--- config.mk ---
export PLATFORM = sky130hd
export DESIGN_NAME = mips_mem_arbiter_flat
export DESIGN_NICKNAME = d
export VERILOG_FILES = /design/src/rtl/mips_mem_arbiter_if.sv /design/src/rtl/mips_mem_arbiter.sv /design/src/flat_wrapper.sv
export SDC_FILE = /design/constraint.sdc
export NUM_CORES = 1
export LEC_CHECK = 0
export BUFFER_PORTS_ARGS = -buffer_cell sky130_fd_sc_hd__buf_2
export CORE_AREA = 4 4 107 109
export CTS_CLUSTER_SIZE = 16
export DETAILED_ROUTE_END_ITERATION = 12
export DIE_AREA = 0 0 111 113
export GPL_TIMING_DRIVEN = 1
export PLACE_DENSITY_LB_ADDON = 0.3
export SLEW_MARGIN = 15
export SYNTH_ARGS = -nofsm -noshare
export SYNTH_HDL_FRONTEND = slang
export SYNTH_SLANG_ARGS = --single-unit
--- constraint.sdc ---
create_clock -name clk -period 2.4 [get_ports clk]
set_input_delay 0 -clock clk [delete_from_list [all_inputs] [get_ports clk]]
set_output_delay 0 -clock clk [all_outputs]
set_load 0.005 [all_outputs]
--- src/rtl/mips_mem_arbiter_if.sv ---
// Requester, response and memory-side bus of mips_mem_arbiter.
// d_err exists only when MEM_ARB_ALIGN_CHECK_EN is defined.
interface mips_mem_arbiter_if;
    // Handshake: a requester raises *_req with its fields stable and holds them
    // until *_gnt is sampled high at a posedge (that cycle is ISSUE). Exactly one
    // cycle later *_valid pulses for one cycle (RESP) carrying *_rdata/d_err.
    logic        i_req;
    logic [31:0] i_addr;
    logic        i_gnt;
    logic        i_valid;
    logic [31:0] i_rdata;
    logic        d_req;
    logic        d_we;
    logic [31:0] d_addr;
    logic [3:0]  d_byte_en;
    logic [31:0] d_wdata;
    logic        d_gnt;
    logic        d_valid;
    logic [31:0] d_rdata;
`ifdef MEM_ARB_ALIGN_CHECK_EN
    logic        d_err;
`endif
    logic [31:0] mem_address;
    logic        mem_read_en;
    logic        mem_wr_en;
    logic [3:0]  mem_byte_en;
    logic [31:0] mem_data_in;
    logic [31:0] mem_data_out;
    logic        busy;

    modport master (
        output i_req, i_addr, d_req, d_we, d_addr, d_byte_en, d_wdata, mem_data_out,
`ifdef MEM_ARB_ALIGN_CHECK_EN
        input  d_err,
`endif
        input  i_gnt, i_valid, i_rdata, d_gnt, d_valid, d_rdata,
        input  mem_address, mem_read_en, mem_wr_en, mem_byte_en, mem_data_in, busy
    );

    modport slave (
        input  i_req, i_addr, d_req, d_we, d_addr, d_byte_en, d_wdata, mem_data_out,
`ifdef MEM_ARB_ALIGN_CHECK_EN
        output d_err,
`endif
        output i_gnt, i_valid, i_rdata, d_gnt, d_valid, d_rdata,
        output mem_address, mem_read_en, mem_wr_en, mem_byte_en, mem_data_in, busy
    );
endinterface

--- src/rtl/mips_mem_arbiter.sv ---
// Two-port (fetch I / data D) arbiter for the single-port MIPS memory; ISSUE+RESP per access.
// Optional MEM_ARB_ALIGN_CHECK_EN rejects misaligned requests without touching memory.
module mips_mem_arbiter #(
    parameter int STARVE_LIMIT = 4,
    parameter int CNT_W        = 4
) (
    input  logic               clk,
    input  logic               reset,
    input  logic               active,
    mips_mem_arbiter_if.slave  bus,
    output logic [0:0]         dbg_state,
    output logic [CNT_W-1:0]   dbg_starve_cnt
);
    localparam logic [0:0] ST_IDLE = 1'b0;
    localparam logic [0:0] ST_RESP = 1'b1;
    localparam logic OWN_D = 1'b0;
    localparam logic OWN_I = 1'b1;
    localparam logic [CNT_W-1:0] LIMIT   = CNT_W'(STARVE_LIMIT);
    localparam logic [CNT_W-1:0] CNT_MAX = {CNT_W{1'b1}};

    logic [0:0]       state_q, state_d;
    logic [CNT_W-1:0] starve_cnt_q, starve_cnt_d;
    logic             owner_q, owner_d;
    logic             we_q, we_d;
    logic             err_q, err_d;
    logic [31:0]      i_rdata_q, i_rdata_d;
    logic [31:0]      d_rdata_q, d_rdata_d;
    logic             issue, i_win, d_win, i_rej, d_rej, resp;

    always_comb begin : arbitrate
        issue = (state_q == ST_IDLE) && active && !reset && (bus.i_req || bus.d_req);
        i_win = issue && bus.i_req && (!bus.d_req || (starve_cnt_q >= LIMIT));
        d_win = issue && !i_win;
    end

`ifdef MEM_ARB_ALIGN_CHECK_EN
    always_comb begin : align_check
        i_rej = i_win && (bus.i_addr[1:0] != 2'b00);
        d_rej = d_win && (((bus.d_byte_en == 4'b1111) && (bus.d_addr[1:0] != 2'b00)) ||
                          (((bus.d_byte_en == 4'b0011) || (bus.d_byte_en == 4'b1100)) &&
                           bus.d_addr[0]));
    end
`else
    assign i_rej = 1'b0;
    assign d_rej = 1'b0;
`endif

    assign bus.i_gnt = i_win;
    assign bus.d_gnt = d_win;

    // A rejected grant still completes the handshake but leaves the memory untouched.
    always_comb begin : mem_drive
        bus.mem_address = '0;
        bus.mem_read_en = 1'b0;
        bus.mem_wr_en   = 1'b0;
        bus.mem_byte_en = '0;
        bus.mem_data_in = '0;
        if (i_win && !i_rej) begin
            bus.mem_address = bus.i_addr;
            bus.mem_read_en = 1'b1;
            bus.mem_byte_en = 4'b1111;
        end else if (d_win && !d_rej) begin
            bus.mem_address = bus.d_addr;
            bus.mem_byte_en = bus.d_byte_en;
            if (bus.d_we) begin
                bus.mem_wr_en   = 1'b1;
                bus.mem_data_in = bus.d_wdata;
            end else begin
                bus.mem_read_en = 1'b1;
            end
        end
    end

    // The non-owning port keeps showing its last delivered word.
    always_comb begin : respond
        resp        = (state_q == ST_RESP) && !reset;
        bus.i_valid = resp && (owner_q == OWN_I);
        bus.d_valid = resp && (owner_q == OWN_D);
        i_rdata_d   = i_rdata_q;
        d_rdata_d   = d_rdata_q;
        if (bus.i_valid) begin
            i_rdata_d = err_q ? 32'h0 : bus.mem_data_out;
        end
        if (bus.d_valid && !we_q && !err_q) begin
            d_rdata_d = bus.mem_data_out;
        end
        bus.i_rdata = i_rdata_d;
        bus.d_rdata = d_rdata_d;
        bus.busy    = (state_q == ST_RESP);
    end

`ifdef MEM_ARB_ALIGN_CHECK_EN
    assign bus.d_err = bus.d_valid && err_q;
`endif

    always_comb begin : next_state
        state_d      = state_q;
        starve_cnt_d = starve_cnt_q;
        owner_d      = owner_q;
        we_d         = we_q;
        err_d        = err_q;
        if (state_q == ST_RESP) begin
            state_d = ST_IDLE;
        end else if (issue) begin
            state_d = ST_RESP;
            owner_d = i_win ? OWN_I : OWN_D;
            we_d    = d_win && bus.d_we;
            err_d   = i_rej || d_rej;
            if (i_win || !bus.i_req) begin
                starve_cnt_d = '0;
            end else if (starve_cnt_q != CNT_MAX) begin
                starve_cnt_d = starve_cnt_q + CNT_W'(1);
            end
        end
    end

    always_ff @(posedge clk) begin
        if (reset) begin
            state_q      <= ST_IDLE;
            starve_cnt_q <= '0;
            owner_q      <= OWN_D;
            we_q         <= 1'b0;
            err_q        <= 1'b0;
            i_rdata_q    <= '0;
            d_rdata_q    <= '0;
        end else begin
            state_q      <= state_d;
            starve_cnt_q <= starve_cnt_d;
            owner_q      <= owner_d;
            we_q         <= we_d;
            err_q        <= err_d;
            i_rdata_q    <= i_rdata_d;
            d_rdata_q    <= d_rdata_d;
        end
    end

    assign dbg_state      = state_q;
    assign dbg_starve_cnt = starve_cnt_q;
endmodule

--- src/flat_wrapper.sv ---
// flat-port wrapper written by rule: the top's interface ports become plain ports
module mips_mem_arbiter_flat 
#(
    parameter int STARVE_LIMIT = 4,
    parameter int CNT_W        = 4
)
  (clk, reset, active, dbg_state, dbg_starve_cnt, bus_i_req, bus_i_addr, bus_d_req, bus_d_we, bus_d_addr, bus_d_byte_en, bus_d_wdata, bus_mem_data_out, bus_i_gnt, bus_i_valid, bus_i_rdata, bus_d_gnt, bus_d_valid, bus_d_rdata, bus_mem_address, bus_mem_read_en, bus_mem_wr_en, bus_mem_byte_en, bus_mem_data_in, bus_busy);
  mips_mem_arbiter_if bus_i ();
  input  logic clk;
  input  logic reset;
  input  logic active;
  output logic [0:0] dbg_state;
  output logic [CNT_W-1:0] dbg_starve_cnt;
  input wire logic [$bits(bus_i.i_req)-1:0] bus_i_req;
  input wire logic [$bits(bus_i.i_addr)-1:0] bus_i_addr;
  input wire logic [$bits(bus_i.d_req)-1:0] bus_d_req;
  input wire logic [$bits(bus_i.d_we)-1:0] bus_d_we;
  input wire logic [$bits(bus_i.d_addr)-1:0] bus_d_addr;
  input wire logic [$bits(bus_i.d_byte_en)-1:0] bus_d_byte_en;
  input wire logic [$bits(bus_i.d_wdata)-1:0] bus_d_wdata;
  input wire logic [$bits(bus_i.mem_data_out)-1:0] bus_mem_data_out;
  output wire logic [$bits(bus_i.i_gnt)-1:0] bus_i_gnt;
  output wire logic [$bits(bus_i.i_valid)-1:0] bus_i_valid;
  output wire logic [$bits(bus_i.i_rdata)-1:0] bus_i_rdata;
  output wire logic [$bits(bus_i.d_gnt)-1:0] bus_d_gnt;
  output wire logic [$bits(bus_i.d_valid)-1:0] bus_d_valid;
  output wire logic [$bits(bus_i.d_rdata)-1:0] bus_d_rdata;
  output wire logic [$bits(bus_i.mem_address)-1:0] bus_mem_address;
  output wire logic [$bits(bus_i.mem_read_en)-1:0] bus_mem_read_en;
  output wire logic [$bits(bus_i.mem_wr_en)-1:0] bus_mem_wr_en;
  output wire logic [$bits(bus_i.mem_byte_en)-1:0] bus_mem_byte_en;
  output wire logic [$bits(bus_i.mem_data_in)-1:0] bus_mem_data_in;
  output wire logic [$bits(bus_i.busy)-1:0] bus_busy;
  assign bus_i.i_req = bus_i_req;
  assign bus_i.i_addr = bus_i_addr;
  assign bus_i.d_req = bus_d_req;
  assign bus_i.d_we = bus_d_we;
  assign bus_i.d_addr = bus_d_addr;
  assign bus_i.d_byte_en = bus_d_byte_en;
  assign bus_i.d_wdata = bus_d_wdata;
  assign bus_i.mem_data_out = bus_mem_data_out;
  assign bus_i_gnt = bus_i.i_gnt;
  assign bus_i_valid = bus_i.i_valid;
  assign bus_i_rdata = bus_i.i_rdata;
  assign bus_d_gnt = bus_i.d_gnt;
  assign bus_d_valid = bus_i.d_valid;
  assign bus_d_rdata = bus_i.d_rdata;
  assign bus_mem_address = bus_i.mem_address;
  assign bus_mem_read_en = bus_i.mem_read_en;
  assign bus_mem_wr_en = bus_i.mem_wr_en;
  assign bus_mem_byte_en = bus_i.mem_byte_en;
  assign bus_mem_data_in = bus_i.mem_data_in;
  assign bus_busy = bus_i.busy;
  mips_mem_arbiter #(.STARVE_LIMIT(STARVE_LIMIT), .CNT_W(CNT_W)) u_core (.clk(clk), .reset(reset), .active(active), .bus(bus_i), .dbg_state(dbg_state), .dbg_starve_cnt(dbg_starve_cnt));
endmodule
==> run summary <==
Hold Crit Depth = 4
RSZ-0062 raised after global routing = false
Max_cap viols = 0
Initial Utilization = 34.87%
ANT cells = 0
Setup TNS = 0 ns
Crit Path Max Fanout = 24
Vias in the first global route = 4,483
Largest net degree at the start of global routing = 40
Share of the clock period used by the worst path = 91.03%
Grt ovf = 0
Mean Syn Cell Area = 7.767 um^2
Finished Layout Cells = 913
Num rows = 38
Die area = 12,540 um^2
Pre-CTS setup slack = 0.5821 ns
Clk buf depth = 2
Crit. End Element = output pin
FFs w/ async S/R, synth = 0%
Insertion delay to the later sink of the worst-skew pair = 0.34 ns
Post-synth net total = 615
Yosys top cell area share = 38.44%
1st-iter DRT viols = 371
Top cells by area, synth = dfxtp_1, nand2_1, a21oi_1, mux2_2, nor2b_1
Cells after Synth = 476
Post-route ant nets = 0
Main synth FF type = dfxtp_1
Leak Pwr = 3.224 nW
H-Tree Depth = 3
CP Class = reg2out
Hold slack final = 0.05776 ns
FF+latch count, synth = 71
Tightest Pin Transition = 0.7777 ns
Pins Over Slew Limit = 0
Pwr per Cell Area = 462.0 nW/um^2
Die Span X = 111 um
Status = complete, no violations
Headroom to the max-slew limit = 48.02%
Hold_sp = active
Critical Path Start Type = register
# IOs = 282
Max Freq = 457.7 MHz
Hold Fails Final Rpt = 0
Die height = 113 um
DRC Markers = 0
Final worst setup slack = 0.2154 ns
First-pass GRT wire length = 22,690 um
Setup Skew = 0.008385 ns
Inserted Clock Buffers = 9
Fin util = 53.65%
WL final = 14,430 um
Unique masters post-synth = 38
Area grow syn2layout = 53.84%
Leading area contributor after synthesis = dfxtp_1
Post-synthesis sequential area ratio = 38.44%
Crit Reg-Reg Startpoint = u_core.bus.busy
Tot GR Track Use = 22.29%
Reg2Reg Depth = 4
Placed Cells = 864
Netlist Area Pre-Place = 3697 um^2
Worst vdd ir = 0.2928 mV
Layout cells sized above 1 = 44.24%
Post-DP Area = 5159 um^2
Wire length per cell = 15.81 um
CTS sink cnt = 71
Nets = 907
DR vias = 4,466
Design Area, Final = 5688 um^2
First-pass detailed-route iteration total = 5
# port buffers = 281
CTS tree = done
Worst EP required = 2.40 ns
Dpl hpwl = 11,060 um
CP arrival = 2.18 ns
Worst setup path start = u_core.bus.busy
Fin crit period = 2.185 ns
Placeable Area = 10,600 um^2
Initial antenna violation count = 2
CTS root buffer = clkbuf_8
Gp weighted congestion = 0.9276
Setup violators final = 0
Hold Path Class = in2reg
Vias per cell = 4.892
Clock-pin slew on the worst setup and hold paths = 0.08 ns
Number of synthesized flops with an enable pin = 0
Syn. warnings = 0
Fillers = 1,022
Total power = 2.628 mW
-- timing repair --
item,in CTS,in global routing
setup buffers,0,0
hold endpoints to repair,35,0
hold buffers,33,0
resized for setup,0,0
-- where the power goes --
| group | internal (mW) | switching (mW) | leakage [nW] |
|---|---|---|---|
| Clock | 0.509 | 0.447 | 0.103 |
| Combinational | 0.225 | 0.241 | 2.55 |
| Sequential | 1.20 | 0.00927 | 0.574 |
| Total | 1.93 | 0.698 | 3.22 |
-- sequential cells by signal, indices dropped and copies added, names as in the netlist --
signal                 count
u_core.bus.busy            1
u_core.d_rdata_q          32
u_core.dbg_starve_cnt      4
u_core.i_rdata_q          32
u_core.owner_q             1
u_core.we_q                1
-- kinds of logic after synthesis --
kind of cell / Yosys count / synth area share, %
adders and majority gates: 1 / 0.3384
DFF: 71 / 38.44
buffers and inverters: 47 / 6.294
AOI/OAI and AO/OA: 109 / 15.63
and+or+nand+nor: 216 / 29.54
muxes: 32 / 9.746
-- final cells by class --
class	instances	area [um^2]	area share, %
clock buffer	11	141.4	2.486
clock inverter	5	57.56	1.012
inverter	3	16.27	0.2860
multi-input combinational	358	2057	36.16
sequential	71	1421	24.99
tap	140	175.2	3.080
timing repair buffer	325	1819	31.98
-- synthesized netlist by cell type, types with 6 or more instances --
cell type	n
dfxtp_1	71
nand2_1	98
mux2_2	28
and3_1	32
nor2b_1	33
buf_2	13
nand3_1	32
a21oi_1	66
clkbuf_1	19
nor2_1	6
o21ai_0	34
-- layout by cell type, fill, tap and decap left out, types with 4 or more instances in the layout --
master,Yosys,final
mux2_2,28,28
dlygate4sd3_1,0,33
nor2b_1,33,33
o21ai_0,34,34
dfxtp_1,71,71
nor2_1,6,6
buf_2,13,281
a21oi_1,66,66
nand2_1,98,98
and3_1,32,32
o21a_1,4,4
buf_4,1,11
nand3_1,32,32
clkbuf_8,0,10
mux2_1,4,4
-- layer usage --
metal  share of wire, %  track usage [%]  wire length [um]
met5               0.24                0                34
met4                2.7            7.635               386
met3                9.8            8.877              1417
met2                 48            38.15              6870
met1                 40            25.40              5725
-- path summary, 6_finish.rpt --
| kind | end | slack (ns) |
|---|---|---|
| max reg2reg | u_core.we_q | 0.66 |
| min reg2reg | u_core.d_rdata_q[12] | 0.46 |
| max | bus_mem_address[7] | 0.22 |
| min | u_core.dbg_starve_cnt[0] | 0.06 |
-- critical path, stage by stage (launching register included) --
cell,delay [ns]
dfxtp_1,0.40
nand2b_4,0.19
or3_1,0.59
buf_4,0.33
a21oi_1,0.17
buf_2,0.14
Power figures use the tool's default switching activity.
